==> config.mk <==
export PLATFORM = sky130hd
export DESIGN_NAME = fixed_point_requantizer
export DESIGN_NICKNAME = d
export VERILOG_FILES = /design/src/rtl/fixed_point_requantizer.sv
export SDC_FILE = /design/constraint.sdc
export NUM_CORES = 1
export LEC_CHECK = 0
export CORE_MARGIN = 4
export CORE_UTILIZATION = 45
export CTS_BUF_LIST = sky130_fd_sc_hd__clkbuf_8
export CTS_CLUSTER_SIZE = 12
export DETAILED_ROUTE_END_ITERATION = 16
export PLACE_DENSITY = 0.78
export SLEW_MARGIN = 10
export SYNTH_ARGS = -nofsm -noshare
export SYNTH_HDL_FRONTEND = slang
export SYNTH_SLANG_ARGS = --single-unit
==> constraint.sdc <==
create_clock -name clk -period 3.6 [get_ports clk]
set_input_delay 0.72 -clock clk [delete_from_list [all_inputs] [get_ports clk]]
set_output_delay 0.72 -clock clk [all_outputs]
set_load 0.1 [all_outputs]
==> src/rtl/fixed_point_requantizer.sv <==
// ============================================================================
// fixed_point_requantizer
//
// Purpose
//   Narrows LANES parallel fixed-point samples from WIDTH_IN to WIDTH_OUT
//   bits. Each lane is divided by 2^D (D = WIDTH_IN - WIDTH_OUT), rounded
//   according to the per-beat rounding mode, and then saturated to the
//   output range. All lanes share one valid/ready handshake. The datapath is
//   a two-stage pipeline with full-throughput backpressure.
//
//   Stage 1 registers the truncated (floor) value of each lane and a one-bit
//   "round up" decision. Stage 2 registers the incremented value after
//   saturation, along with the per-lane saturation flags.
//
// Parameters
//   WIDTH_IN   input sample width per lane
//   WIDTH_OUT  output sample width per lane (must not exceed WIDTH_IN)
//   LANES      number of lanes sharing the handshake
//   IS_SIGNED  1 = two's-complement samples, 0 = unsigned samples
//
// Ports
//   clk        rising-edge clock
//   rst        asynchronous, active-high reset
//   s_valid    input beat valid
//   s_ready    block can accept an input beat
//   s_data     input lanes; lane k occupies [k*WIDTH_IN +: WIDTH_IN]
//   s_mode     rounding mode, captured with the beat:
//                0 floor, 1 half-up (+inf), 2 half-to-even,
//                3 half-away-from-zero
//   m_valid    output beat valid
//   m_ready    downstream accepts the output beat
//   m_data     output lanes; lane k occupies [k*WIDTH_OUT +: WIDTH_OUT]
//   m_sat      per-lane flag, set when that lane was clamped
//   sat_clr    synchronous clear of sat_count (wins over an increment)
//   sat_count  number of output transfers with any m_sat bit set,
//              saturating at 16'hFFFF
// ============================================================================
module fixed_point_requantizer #(
    parameter int WIDTH_IN  = 16,
    parameter int WIDTH_OUT = 8,
    parameter int LANES     = 4,
    parameter int IS_SIGNED = 1
) (
    input  logic                         clk,
    input  logic                         rst,
    input  logic                         s_valid,
    output logic                         s_ready,
    input  logic [LANES*WIDTH_IN-1:0]    s_data,
    input  logic [1:0]                   s_mode,
    output logic                         m_valid,
    input  logic                         m_ready,
    output logic [LANES*WIDTH_OUT-1:0]   m_data,
    output logic [LANES-1:0]             m_sat,
    input  logic                         sat_clr,
    output logic [15:0]                  sat_count
);

    localparam int D   = WIDTH_IN - WIDTH_OUT;
    localparam int WX  = WIDTH_OUT + 2;     // stage-2 width, absorbs the +1 carry
    localparam bit SGN = (IS_SIGNED != 0);

    generate
        if (WIDTH_IN < 1 || WIDTH_OUT < 1 || LANES < 1 || WIDTH_OUT > WIDTH_IN) begin : g_bad_params
            $error("fixed_point_requantizer: illegal parameters WIDTH_IN=%0d WIDTH_OUT=%0d LANES=%0d",
                   WIDTH_IN, WIDTH_OUT, LANES);
        end
    endgenerate

    typedef enum logic [1:0] {
        RND_FLOOR     = 2'd0,
        RND_HALF_UP   = 2'd1,
        RND_HALF_EVEN = 2'd2,
        RND_HALF_AWAY = 2'd3
    } round_mode_t;

    // ------------------------------------------------------------------
    // Handshake / pipeline control
    // ------------------------------------------------------------------
    logic s1_valid;
    logic s1_load;      // stage 1 may take a new (possibly empty) beat
    logic s2_load;      // stage 2 may take a new (possibly empty) beat

    assign s2_load = !m_valid || m_ready;
    assign s1_load = !s1_valid || s2_load;
    // Reset is folded in so that s_ready is low for the whole reset
    // interval, even before any clock edge has occurred.
    assign s_ready = !rst && s1_load;

    // ------------------------------------------------------------------
    // Stage 1 combinational: floor value and round-up decision per lane
    // ------------------------------------------------------------------
    logic [WIDTH_OUT-1:0] nxt_trunc [LANES];
    logic [LANES-1:0]     nxt_inc;

    generate
        if (D > 0) begin : g_round
            always_comb begin
                logic [WIDTH_IN-1:0] lane;
                logic [D-1:0]        rem;
                logic [D-1:0]        half;
                logic                above;
                logic                at_half;
                logic                neg;
                round_mode_t         mode;

                mode    = round_mode_t'(s_mode);
                nxt_inc = '0;
                lane    = '0;
                rem     = '0;
                half    = '0;
                above   = 1'b0;
                at_half = 1'b0;
                neg     = 1'b0;
                for (int unsigned k = 0; k < LANES; k++) begin
                    lane    = s_data[k*WIDTH_IN +: WIDTH_IN];
                    rem     = lane[D-1:0];
                    half    = '0;
                    half[D-1] = 1'b1;
                    above   = (rem > half);
                    at_half = (rem == half);
                    neg     = SGN & lane[WIDTH_IN-1];
                    // Dropping the low bits of a two's-complement value is
                    // already floor(), so only a +1 decision is ever needed.
                    nxt_trunc[k] = lane[WIDTH_IN-1:D];
                    case (mode)
                        RND_FLOOR:     nxt_inc[k] = 1'b0;
                        RND_HALF_UP:   nxt_inc[k] = above | at_half;
                        RND_HALF_EVEN: nxt_inc[k] = above | (at_half & lane[D]);
                        RND_HALF_AWAY: nxt_inc[k] = above | (at_half & !neg);
                        default:       nxt_inc[k] = 1'b0;
                    endcase
                end
            end
        end else begin : g_pass
            // No bits are discarded, so the rounding mode has no effect.
            logic mode_unused;
            assign mode_unused = ^s_mode;

            always_comb begin
                nxt_inc = '0;
                for (int unsigned k = 0; k < LANES; k++) begin
                    nxt_trunc[k] = s_data[k*WIDTH_IN +: WIDTH_OUT];
                end
            end
        end
    endgenerate

    // ------------------------------------------------------------------
    // Stage 1 registers
    // ------------------------------------------------------------------
    logic [WIDTH_OUT-1:0] s1_trunc [LANES];
    logic [LANES-1:0]     s1_inc;

    always_ff @(posedge clk or posedge rst) begin
        if (rst) begin
            s1_valid <= 1'b0;
            s1_inc   <= '0;
            for (int unsigned k = 0; k < LANES; k++) begin
                s1_trunc[k] <= '0;
            end
        end else if (s1_load) begin
            s1_valid <= s_valid;
            if (s_valid) begin
                s1_trunc <= nxt_trunc;
                s1_inc   <= nxt_inc;
            end
        end
    end

    // ------------------------------------------------------------------
    // Stage 2 combinational: apply increment, then clamp
    // ------------------------------------------------------------------
    logic [LANES*WIDTH_OUT-1:0] nxt_data;
    logic [LANES-1:0]           nxt_sat;

    always_comb begin
        logic [WX-1:0]        sum;
        logic [WIDTH_OUT-1:0] clamp;

        nxt_data = '0;
        nxt_sat  = '0;
        sum      = '0;
        clamp    = '0;
        for (int unsigned k = 0; k < LANES; k++) begin
            sum = {{2{SGN & s1_trunc[k][WIDTH_OUT-1]}}, s1_trunc[k]} + WX'(s1_inc[k]);
            if (SGN) begin
                // In range only while the top three bits agree; the MSB tells
                // which rail was crossed.
                clamp = {WIDTH_OUT{~sum[WX-1]}};
                clamp[WIDTH_OUT-1] = sum[WX-1];
                if ((sum[WX-1:WX-3] != 3'b000) && (sum[WX-1:WX-3] != 3'b111)) begin
                    nxt_sat[k] = 1'b1;
                    nxt_data[k*WIDTH_OUT +: WIDTH_OUT] = clamp;
                end else begin
                    nxt_data[k*WIDTH_OUT +: WIDTH_OUT] = sum[WIDTH_OUT-1:0];
                end
            end else begin
                // Unsigned values can only overflow upward.
                if (sum[WX-1:WX-2] != 2'b00) begin
                    nxt_sat[k] = 1'b1;
                    nxt_data[k*WIDTH_OUT +: WIDTH_OUT] = '1;
                end else begin
                    nxt_data[k*WIDTH_OUT +: WIDTH_OUT] = sum[WIDTH_OUT-1:0];
                end
            end
        end
    end

    // ------------------------------------------------------------------
    // Stage 2 registers (these drive the outputs directly)
    // ------------------------------------------------------------------
    always_ff @(posedge clk or posedge rst) begin
        if (rst) begin
            m_valid <= 1'b0;
            m_data  <= '0;
            m_sat   <= '0;
        end else if (s2_load) begin
            m_valid <= s1_valid;
            if (s1_valid) begin
                m_data <= nxt_data;
                m_sat  <= nxt_sat;
            end
        end
    end

    // ------------------------------------------------------------------
    // Saturation event counter
    // ------------------------------------------------------------------
    always_ff @(posedge clk or posedge rst) begin
        if (rst) begin
            sat_count <= '0;
        end else if (sat_clr) begin
            sat_count <= '0;
        end else if (m_valid && m_ready && (|m_sat) && (sat_count != '1)) begin
            sat_count <= sat_count + 16'd1;
        end
    end

endmodule
# Word-level counts from Yosys, hierarchy flattened
# Index checks and enable logic that the tools add are counted.
# W data, S select, Z words.
# totals
regBits	90
inputBits	71
word_cells	95
# op_classes
bitwise	24
mux	14
reduce_logical	26
addsub	5
n_lt_le_gt_ge	4
eq_ne	12
# op_table
cell	n
$add A8 B2 Y9	4
$eq A8 B8 Y1 const B	4
$gt A8 B8 Y1 const B	4
$mux W16	2
$mux W8	4
$add A16 B1 Y16 const B	1
$ne A16 B16 Y1 const B	1
$pmux W1 S4	4
$ne A3 B3 Y1 const B	4
$or A1 B1 Y1	12
$reduce_bool A3 Y1	4
$and A1 B1 Y1	8
$logic_and A1 B1 Y1	8
$logic_not A1 Y1	7
$eq A2 B2 Y1 const B	2
$mux W1	4
$not A1 Y1	4
$reduce_and A2 Y1	2
$reduce_or A4 Y1	1
$eq A2 B1 Y1 const B	1
$logic_not A2 Y1	1
$logic_or A1 B1 Y1	2
$reduce_bool A2 Y1	1

# Logic depth before layout (Yosys ltp)
# logic_depth
word_depth	5
ltp_mapped	7
ltp_nobuf	6

# Worst setup path before layout
# OpenSTA, ideal clock, no wires.
# synth_path
kind	input port to output port
from	input rst
to	output s_ready
required_ps	2880
stages	2
arrival_time_ps	3552
path_slack_ps	-672
path_cell_list	inv_1 -> and2_1
# synth_between
elab_chain_cells	2
# synth_lines
item	line_no	rtl
start, declared	45	input logic rst,
$logic_not A1 Y1 (no line)	n/a	
$logic_and A1 B1 Y1	87	assign s_ready = !rst && s1_load;
end, declared	47	output logic s_ready,
# Every way passes these cells.

# Final worst setup path
# layout_path
from	register sat_count[4]
to	output sat_count[4]
# layout_lines
item	line_no	rtl
start, declared	55	output logic [15:0] sat_count
start signal, assigned	235	sat_count <= sat_count + 16'd1;
# No word-level cell between the ends.

==> reports/summary.txt <==
P_leak - 2.45 nW
RD Place Congestion - 0.895
Worst Hold End - m_data[23]
Pin count of the biggest net entering global routing - 67
CTS tree - done
Fin nets - 634
Largest cells by area after synthesis - dfrtp_1 (49%), mux2_2 (9.1%), nand3_1 (4.1%)
Finish-stage setup viols - 0
CP bufs+invs - 1
Run status - finished clean
CP max FO - 7
Slew headroom - 0.305
DR WL/cell - 16.9 um
CP startpoint kind - flop
Yosys reg bits - 90
Buffers on Ports - 124
Avg Synthesized Cell Area - 10.5 um^2
Max-cap violations - 0
RSZ-0062 raised after global routing - no
Share of cells above drive strength 1 - 0.114
Placed cell count - 676
IO Count - 125
Clk_skew - 0.00998 ns
Fillers - 849
Placed Area - 5930 um^2
Setup crit end kind - output pin
Syn nets - 514
Die area - 11800 um^2
Design area - 6150 um^2
H-tree depth - 3
CTS root buffer - clkbuf_8
Hold WS - 0.486 ns
Ys flop type - dfrtp_1
Die Ht - 109 um
Largest stage delay on the critical path - 1.21 ns
Sequential area share after synthesis - 0.495
FP Rows - 36
Clock transition at path regs - 0.09 ns
Final Hold Fails - 0
CP top delay family - buffers and inverters
Global-route usage over all layers - 0.207
CORE AREA - 9820 um^2
Post_cts resized - 0
Crit path time final - 2.77 ns
Crit-path cells - clkdlybuf4s50_1
First-pass GRT wire length - 19300 um
Period utilization - 0.771
Share of Yosys cell area claimed by the top area cell type - 0.495
Worst-margin pin slew - 1.03 ns
Pre-Repair DR Iteration Count - 5
Overflow after GRT - 0
Hold depth - 1
Syn Inst Count - 434
Vias in the first global route - 4020
Die X-Extent - 109 um
Reg2Reg Launch Point - sat_count[9]
Hold Buf Count CTS - 0
Final routed DRC violation total - 0
Syn Std Cell Area - 4550 um^2
Crit path DAT - 2.05 ns
Worst Path Required - 2.88 ns
Initial antenna violation count - 0
1st-iter DRT viols - 198
Reg2Reg Capture Point - sat_count[9]
Max Clock Freq - 360 MHz
Number of enable flip-flop cells after synthesis - 0
Yosys warning count - 0
Clock Tree Buf Depth - 2
Vias per inst - 5.76
Setup TNS - 0 ns
TritonCTS buffer count - 9
Non-Filler Instances - 692
Area Overhead vs Synth - 35.0%
Post-DRT Antenna Nets - 0
Post-synth top area cell - dfrtp_1
Worst skew pair latency - 0.36 ns
Slowest-stage cell, CP - clkdlybuf4s50_1
Post-synthesis cell type count - 47
DRT Wirelength - 11700 um
FF-to-FF path depth - 4
Inserted Diodes - 0
Maximum vdd drop - 0.291 mV
Count of pins over their slew limit - 0
Vias - 3984
Post-synth ARST share - 1.00
Crit path kind - reg -> out
Hold Path Class - reg -> reg
HP Start - m_data[23]
Initial Utilization - 0.464
TritonCTS Sinks - 90
HPWL after DPL - 8710 um
Pwr/cell area - 556 nW/um^2
R2r setup slk - 1.34 ns
Setup bufs post-CTS - 0
[report_power, final]
part / switching [mW] / internal, mW / total [mW]
clock: 0.361 / 0.389 / 0.750
sequential: 0.147 / 1.16 / 1.31
combinational: 0.956 / 0.406 / 1.36
[worst reg2reg max path: cells and delay by family, from the launching register on]
family,cells,cell delay (ns)
DFF,1,0.49
AOI/OAI and AO/OA,1,0.28
and+or+nand+nor,3,1.40
[cells in the final DEF, fill, tap and decap left out, types with 3 or more instances in the layout]
master,count
a21oi_1,21
a22o_1,5
nand2b_1,6
mux2i_1,3
ha_1,9
a311oi_1,3
clkdlybuf4s50_1,123
and4_1,3
xnor2_1,8
nor2_1,28
or3_1,6
a211oi_1,4
nand3_1,37
or4_1,8
and3_1,10
mux2_2,37
nand4_1,5
xor2_1,8
clkinvlp_4,3
and2_1,4
dfrtp_1,90
a31oi_1,5
o21ai_0,27
buf_4,4
clkbuf_8,9
o31ai_1,6
a221o_1,16
a21o_1,4
nand2_1,26
nor3_1,7
nor4_1,9
[cells by family (layout without fill, tap and decap cells)]
family | after synthesis | in the layout | synth area share
simple gates | 157 | 157 | 0.182
flops | 90 | 90 | 0.495
mux | 40 | 40 | 0.0981
fa+ha+maj | 9 | 9 | 0.0247
compound gates | 101 | 101 | 0.152
buf+inv | 21 | 146 | 0.0187
xor+xnor | 16 | 16 | 0.0308
[registers in the layout, indices dropped and copies added, names as in the netlist]
| register | count |
|---|---|
| m_data | 32 |
| m_sat | 4 |
| m_valid | 1 |
| s1_inc | 4 |
| s1_trunc | 32 |
| s1_valid | 1 |
| sat_count | 16 |
[synth_stat cells (all sizes together) (7+ instances only)]
cell type	n
a21oi	21
nand2	27
o21ai	27
or4	8
nand3	37
clkbuf	17
nor2	28
xnor2	8
xor2	8
and3	10
nor4	10
dfrtp	90
mux2	37
a221o	16
nor3	7
ha	9
[metrics by stage]
step	total power, mW	util	setup WS, ns
after global routing	3.56	0.626	0.777
final	3.42	0.626	0.825
after floorplan	2.29	-	0.135
after CTS	3.45	0.626	0.819
after global placement	2.66	0.604	0.907
after detailed placement	2.69	0.604	0.751
[layer usage]
layer	share of wire	track usage	vias up	wire length, um
met4	0.016	0.0667	0	188
met3	0.066	0.0460	14	772
met2	0.50	0.350	149	5790
met5	0	0	-	0
met1	0.42	0.264	1934	4920
li1	-	-	1887	-
[cell type report]
class | instances | area, um^2 | area share
Multi-Input combinational cell | 323 | 2220 | 0.361
Sequential cell | 90 | 2250 | 0.366
Clock buffer | 9 | 124 | 0.0201
Timing Repair Buffer | 128 | 1280 | 0.208
Inverter | 2 | 11.3 | 0.00183
Tap cell | 133 | 166 | 0.0271
Clock inverter | 7 | 93.8 | 0.0153
[how the worst max path moves through the flow]
| stage | start | endpoint | slack, ns | cells after the start |
|---|---|---|---|---|
| after floorplan | rst | s_ready | 0.13 | 2 |
| after global placement | m_ready | m_data[0] | 0.91 | 5 |
| after detailed placement | m_ready | m_data[0] | 0.75 | 5 |
| after CTS | sat_count[4] | sat_count[4] | 0.82 | 1 |
| after global routing | sat_count[10] | sat_count[10] | 0.78 | 1 |
| final | sat_count[4] | sat_count[4] | 0.83 | 1 |
Note: power is estimated with default switching activity, not from simulation.
